==> src/rtl/gray_seq_detector_if.sv <==
// Bus between the Gray sequence detector and its driver: counter controls,
// watched transition pattern, and the registered count/detection outputs.
interface gray_seq_detector_if #(
    parameter int WIDTH = 4,
    parameter int CNT_W = 8
);
    logic             enable;
    logic             up_dn;
    logic             load;
    logic [WIDTH-1:0] load_val;
    logic [WIDTH-1:0] pat_from;
    logic [WIDTH-1:0] pat_to;
    logic             det_clr;
    logic [WIDTH-1:0] bin_out;
    logic [WIDTH-1:0] gray_out;
    logic             detector;
    logic             wrap;
    logic [CNT_W-1:0] det_count;

    modport master (
        output enable, up_dn, load, load_val, pat_from, pat_to, det_clr,
        input  bin_out, gray_out, detector, wrap, det_count
    );

    modport slave (
        input  enable, up_dn, load, load_val, pat_from, pat_to, det_clr,
        output bin_out, gray_out, detector, wrap, det_count
    );
endinterface

==> src/rtl/gray_seq_detector.sv <==
// Up/down binary counter with a registered Gray view that pulses detector when
// a step moves the Gray code from pat_from to pat_to, and counts detections.
module gray_seq_detector #(
    parameter int WIDTH = 4,
    parameter int CNT_W = 8
) (
    input  logic                  clk,
    input  logic                  rst,
    gray_seq_detector_if.slave    bus
);

    logic [WIDTH-1:0] bin_q;
    logic [WIDTH-1:0] gray_q;
    logic             det_q;
    logic             wrap_q;
    logic [CNT_W-1:0] cnt_q;

    logic [WIDTH-1:0] bin_d;
    logic [WIDTH-1:0] gray_d;
    logic             det_d;
    logic             wrap_d;
    logic [CNT_W-1:0] cnt_d;
    logic [WIDTH-1:0] step_bin;
    logic [WIDTH-1:0] step_gray;
    logic             step;

    // Gray is registered from the next binary value so both outputs change together.
    always_comb begin
        bin_d     = bin_q;
        gray_d    = gray_q;
        det_d     = 1'b0;
        wrap_d    = 1'b0;
        cnt_d     = cnt_q;
        step      = bus.enable && !bus.load;
        step_bin  = bus.up_dn ? (bin_q + WIDTH'(1)) : (bin_q - WIDTH'(1));
        step_gray = step_bin ^ (step_bin >> 1);

        if (bus.load) begin
            bin_d  = bus.load_val;
            gray_d = bus.load_val ^ (bus.load_val >> 1);
        end else if (step) begin
            bin_d  = step_bin;
            gray_d = step_gray;
            det_d  = (gray_q == bus.pat_from) && (step_gray == bus.pat_to);
            wrap_d = bus.up_dn ? (&bin_q) : (bin_q == '0);
        end

        // A clear coinciding with a detection leaves that detection counted.
        if (bus.det_clr) begin
            cnt_d = det_d ? CNT_W'(1) : '0;
        end else if (det_d && !(&cnt_q)) begin
            cnt_d = cnt_q + CNT_W'(1);
        end
    end

    always_ff @(posedge clk or posedge rst) begin
        if (rst) begin
            bin_q  <= '0;
            gray_q <= '0;
            det_q  <= 1'b0;
            wrap_q <= 1'b0;
            cnt_q  <= '0;
        end else begin
            bin_q  <= bin_d;
            gray_q <= gray_d;
            det_q  <= det_d;
            wrap_q <= wrap_d;
            cnt_q  <= cnt_d;
        end
    end

    assign bus.bin_out   = bin_q;
    assign bus.gray_out  = gray_q;
    assign bus.detector  = det_q;
    assign bus.wrap      = wrap_q;
    assign bus.det_count = cnt_q;

endmodule

==> src/flat_wrapper.sv <==
// flat-port wrapper written by rule: the top's interface ports become plain ports
module gray_seq_detector_flat 
#(
    parameter int WIDTH = 4,
    parameter int CNT_W = 8
)
  (clk, rst, bus_enable, bus_up_dn, bus_load, bus_load_val, bus_pat_from, bus_pat_to, bus_det_clr, bus_bin_out, bus_gray_out, bus_detector, bus_wrap, bus_det_count);
  gray_seq_detector_if #(.WIDTH(WIDTH), .CNT_W(CNT_W)) bus_i ();
  input  logic clk;
  input  logic rst;
  input wire logic [$bits(bus_i.enable)-1:0] bus_enable;
  input wire logic [$bits(bus_i.up_dn)-1:0] bus_up_dn;
  input wire logic [$bits(bus_i.load)-1:0] bus_load;
  input wire logic [$bits(bus_i.load_val)-1:0] bus_load_val;
  input wire logic [$bits(bus_i.pat_from)-1:0] bus_pat_from;
  input wire logic [$bits(bus_i.pat_to)-1:0] bus_pat_to;
  input wire logic [$bits(bus_i.det_clr)-1:0] bus_det_clr;
  output wire logic [$bits(bus_i.bin_out)-1:0] bus_bin_out;
  output wire logic [$bits(bus_i.gray_out)-1:0] bus_gray_out;
  output wire logic [$bits(bus_i.detector)-1:0] bus_detector;
  output wire logic [$bits(bus_i.wrap)-1:0] bus_wrap;
  output wire logic [$bits(bus_i.det_count)-1:0] bus_det_count;
  assign bus_i.enable = bus_enable;
  assign bus_i.up_dn = bus_up_dn;
  assign bus_i.load = bus_load;
  assign bus_i.load_val = bus_load_val;
  assign bus_i.pat_from = bus_pat_from;
  assign bus_i.pat_to = bus_pat_to;
  assign bus_i.det_clr = bus_det_clr;
  assign bus_bin_out = bus_i.bin_out;
  assign bus_gray_out = bus_i.gray_out;
  assign bus_detector = bus_i.detector;
  assign bus_wrap = bus_i.wrap;
  assign bus_det_count = bus_i.det_count;
  gray_seq_detector #(.WIDTH(WIDTH), .CNT_W(CNT_W)) u_core (.clk(clk), .rst(rst), .bus(bus_i));
endmodule
==> config.mk <==
export PLATFORM = sky130hd
export DESIGN_NAME = gray_seq_detector_flat
export DESIGN_NICKNAME = d
export VERILOG_FILES = /design/src/rtl/gray_seq_detector_if.sv /design/src/rtl/gray_seq_detector.sv /design/src/flat_wrapper.sv
export SDC_FILE = /design/constraint.sdc
export NUM_CORES = 1
export LEC_CHECK = 0
export CORE_ASPECT_RATIO = 0.7
export CORE_UTILIZATION = 30
export DETAILED_ROUTE_END_ITERATION = 12
export SLEW_MARGIN = 15
export SYNTH_ARGS = -nofsm -noshare
export SYNTH_HDL_FRONTEND = slang
export SYNTH_SLANG_ARGS = --single-unit
export TNS_END_PERCENT = 5
==> constraint.sdc <==
create_clock -name clk -period 6.6 [get_ports clk]
set_clock_uncertainty 0.1 [all_clocks]
set_input_delay 1.32 -clock clk [delete_from_list [all_inputs] [get_ports clk]]
set_output_delay 1.32 -clock clk [all_outputs]
set_load 0.02 [all_outputs]
## After elaboration in Yosys (flattened, before gate mapping)

Cells that the tools add are included.

| storage, ports and cells | value |
|---|---|
| memories kept | 0 |
| output and inout bits | 18 |
| word-level logic and storage cells | 35 |
| RAM bits | 0 |
| latch bits | 0 |
| bits of input ports | 18 |
| ROM bits | 0 |
| register bits after elaboration | 18 |

| operators by class | value |
|---|---|
| add/subtract/negate cells | 3 |
| bitwise logic cells | 2 |
| shift operators | 0 |
| $lt $le $gt $ge | 0 |
| reductions and logical operators | 10 |
| equality and inequality tests | 2 |
| mux-type cells | 13 |
| divide/modulo/power cells | 0 |
| $mul | 0 |

Operator list:

| operator | number |
|---|---|
| $mux W4 | 5 |
| $mux W8 | 2 |
| $add A8 B1 Y8 const B | 1 |
| $eq A4 B4 Y1 | 2 |
| $reduce_and A8 Y1 | 1 |
| $xor A4 B3 Y4 | 2 |
| $mux W1 | 6 |
| $add A4 B1 Y4 const B | 1 |
| $logic_not A4 Y1 | 1 |
| $reduce_and A4 Y1 | 1 |
| $reduce_bool A2 Y1 | 2 |
| $sub A4 B1 Y4 const B | 1 |
| $logic_and A1 B1 Y1 | 3 |
| $logic_not A1 Y1 | 2 |

## Logic depth before layout (Yosys ltp)

| depth | value |
|---|---|
| depth in word-level cells | 10 |
| mapped depth | 10 |
| gate-level depth less buffers | 8 |

## Worst setup path after synthesis

Ideal clock, no wire load.

| timing | value |
|---|---|
| kind | input port to flip-flop |
| from | in bus_up_dn |
| to | reg u_core.cnt_q[5] (netlist: u_core.bus.det_count[5]) |
| stages | 8 |
| arrival time | 3.445 ns |
| path buffers | 1 |
| library setup time | 0.078 ns |
| path slack | 2.977 ns |
| required time | 6.422 ns |
| cells stage by stage | fa_1 xor3_1 or3_1 a211oi_2 o211ai_2 buf_6 or3_1 a21oi_1 |

| on the way | value |
|---|---|
| cells in the longest elaborated chain, start to end | 8 |

RTL lines:

| what | line | source |
|---|---|---|
| start: declaration | flat_wrapper.sv:12 | `input wire logic [$bits(bus_i.up_dn)-1:0] bus_up_dn;` |
| $mux W4 | gray_seq_detector.sv:35 | `step_bin = bus.up_dn ? (bin_q + WIDTH'(1)) : (bin_q - WIDTH'(1));` |
| $xor A4 B3 Y4 | gray_seq_detector.sv:36 | `step_gray = step_bin ^ (step_bin >> 1);` |
| $eq A4 B4 Y1 | gray_seq_detector.sv:44 | `det_d = (gray_q == bus.pat_from) && (step_gray == bus.pat_to);` |
| $logic_and A1 B1 Y1 | gray_seq_detector.sv:44 |  |
| $mux W1 | gray_seq_detector.sv:41 | `end else if (step) begin` |
| $mux W1 | gray_seq_detector.sv:38 | `if (bus.load) begin` |
| $logic_and A1 B1 Y1 | gray_seq_detector.sv:51 | `end else if (det_d && !(&cnt_q)) begin` |
| $reduce_bool A2 Y1 (no source line) | - |  |
| end signal: assignment | gray_seq_detector.sv:68 | `cnt_q <= cnt_d;` |
| end: declaration | gray_seq_detector.sv:16 | `logic [CNT_W-1:0] cnt_q;` |

No other way between the ends.
A chain may end at the register's enable or synchronous reset.

## Worst setup path in the final report

| timing | value |
|---|---|
| from | in bus_up_dn |
| to | reg u_core.cnt_q[7] (netlist: u_core.bus.det_count[7]) |

Same word-level chain as after synthesis.

==> flow_summary.ini <==
[setup_path]
worstSetupEndpointType = flop
slowest_stage = clkdlybuf4s50_1
arrival_ns = 4.36
worst_path_dominant_cell_family = simple AND/OR/NAND/NOR gates
path_depth = 9
setup.worst_path.start_class = input pin
worstPathMaxFanout = 11
path_class = in -> reg
cp_num_buf_inv = 2
worstPathCellList = clkdlybuf4s50_1, inv_1, ha_1, xor3_1, or3_1, a211oi_2, o211ai_2, or3_2, a21oi_1
max_stage_delay_ns = 0.56
r2r_cells = 8
cp.required_ns = 6.68

[timing]
hold_viol_final = 0
finalSetupViolCount = 0
worstMarginPinSlew_ns = 0.665
fmax_mhz = 233
rsz0062_at_grt = no
fin_crit_ns = 4.28
drv_slew = 0
setup_slack_ns = 2.32
tns_ns = 0
fin_hold_ws_ns = 0.475
slew_headroom = 0.556
period_share = 0.649

[finish]
area_growth_syn_to_layout_pct = 35.7
diodes = 0
nets = 182
postLayoutCellArea_sq_um = 1570
utilization = 0.435
final_cells = 209
drive_gt1_frac = 0.0503

[floorplan]
start_util = 0.321
fp-row-count = 18
die_y_um = 53.9
dieArea_sq_um = 4110
coreArea_sq_um = 3600
die_x_um = 76.2
ioPinCount = 36

[global_route]
grt_pass1_vias = 937
antenna_found_initial = 0
grt_overflow = 0
grtUsageTotal = 0.146
grt_start_max_net_pins = 18
grt_pass1_wl_mm = 4.60

[logic_synthesis]
synth_compound_area_frac = 0.156
yosys.area_share.simple = 0.196
netlist.area_leader.share = 0.368
synth_top_family_by_area = simple AND/OR/NAND/NOR gates
synth_area_per_cell_sq_um = 9.10
synth.net_count = 149
synth_cell_types = 32
ys_seq_elements = 17
ys_seq_area_frac = 0.368
synth_area_sq_um = 1160
yosys-top-cells-area = dfrtp_1 37%, xnor2_1 7.6%, a21oi_1 5.2%
synth_xor_area_frac = 0.149
ys_warn_count = 0
synthCells = 127
synth_mux_area_frac = 0.0260
yosys.area_share.adder = 0.0498
synth_top_area_cell = dfrtp_1

[placed_design]
gp_congestion = 0.809
dp_cells = 205
hpwl_mm = 2.21
postPlaceCellArea_sq_um = 1520
preCtsSetupSlack_ns = 2.08
port_buffers = 35

[drt]
drc = 0
ant_nets = 0
drtIter0Drc = 20
via_count = 1021
viasPerCell = 4.89
wl_per_cell_um = 13.9
first_pass_iters = 4
wirelength_mm = 2.90

[power_and_ir_drop]
vdd_drop_max_v = 0.000112
p_total_uw = 329
pwr_density_cell_nw_per_um2 = 210
p_leak_nw = 0.619

[min_path]
worstHoldPathType = reg -> reg
hold_depth = 2

[cts]
cts.clk_slew.worst_paths_ns = 0.07
cts.sinks = 17
cts_inserted_buffers = 3
cts_setup_buffers = 0
cts_tree = built
clk_path_buf_depth = 2
cts_resized = 0
hold_buffers = 0
cts_root_buf = clkbuf_8
h-tree-depth = 1
insertion_delay_ns = 0.26

[flow_run]
maxCapViolations = 0

[status]
outcome = finished clean
## synth_stat cells, drive strengths merged
cell / n
nor2: 7
a21oi: 12
fa: 1
or3: 5
o21a: 2
o211ai: 1
ha: 3
and3: 2
xnor2: 10
nor3b: 1
inv: 5
xor3: 1
o21ai: 12
nand3b: 3
dfrtp: 17
or4: 1
a211oi: 2
nor3: 2
xnor3: 1
or2: 1
nand3: 8
xor2: 4
clkbuf: 4
nand2: 12
nor2b: 1
and4b: 1
a31oi: 2
buf: 3
mux2i: 3
## sequential cells by signal, summed over array words and instances, names as in the netlist
name and count:
u_core.bus.wrap 1, u_core.bus.detector 1, u_core.bus.det_count 8, u_core.bus.gray_out 3, u_core.bus.bin_out 4
## layer usage
metal,vias to the layer above,GRT usage,share of wire
li1,509,-,-
met1,475,0.202,0.51
met2,37,0.241,0.44
met3,0,0.0356,0.049
met4,0,0.0192,0
met5,-,0,0
## path summary, 6_finish.rpt
path | start | endpoint | slack, ns
hold / removal | u_core.bus.det_count[1] | u_core.bus.det_count[1] | 0.48
max in group asynchronous | rst | u_core.bus.gray_out[0] | 4.62
hold reg to reg | u_core.bus.det_count[1] | u_core.bus.det_count[1] | 0.48
setup / recovery | bus_up_dn | u_core.bus.det_count[7] | 2.32
min in group asynchronous | rst | u_core.bus.det_count[1] | 1.36
setup reg to reg | u_core.bus.bin_out[0] | u_core.bus.det_count[7] | 3.26
## cell families after synthesis
group / after synthesis
AOI/OAI and AO/OA: 31
xor gates and xnor gates: 16
adders and majority gates: 4
buffers and inverters: 12
DFF: 17
muxes: 3
and+or+nand+nor: 44
## placed cells by master (no fill, tap or decap), types with 4 or more instances in the layout
cell type / Yosys / layout
clkdlybuf4s50_1: 0 / 35
dfrtp_1: 17 / 17
nand2_1: 12 / 12
a21oi_1: 12 / 12
o21ai_0: 12 / 12
xnor2_1: 10 / 10
nand3_1: 8 / 8
nor2_1: 7 / 7
inv_1: 5 / 5
xor2_1: 4 / 4
or3_1: 4 / 4
## worst reg2reg max path, stage by stage (launching register included)
cell,delay (ns)
dfrtp_1,0.55
inv_1,0.12
fa_1,0.50
xor3_1,0.42
or3_1,0.37
a211oi_2,0.29
o211ai_2,0.26
or3_2,0.51
a21oi_1,0.15
## layout make-up
class	instances	area, sq um
tap	50	62.6
inverter	5	18.8
clock buffer	4	45.0
fill	365	2030
multi-input combinational	98	667
timing repair buffer	35	350
sequential	17	425
## power by group
| part | total [mW] | switching [mW] | internal, mW |
|---|---|---|---|
| clock | 0.0801 | 0.0372 | 0.0429 |
| sequential | 0.124 | 0.0122 | 0.112 |
| combinational | 0.125 | 0.0595 | 0.0656 |
Power figures use the tool's default switching activity.
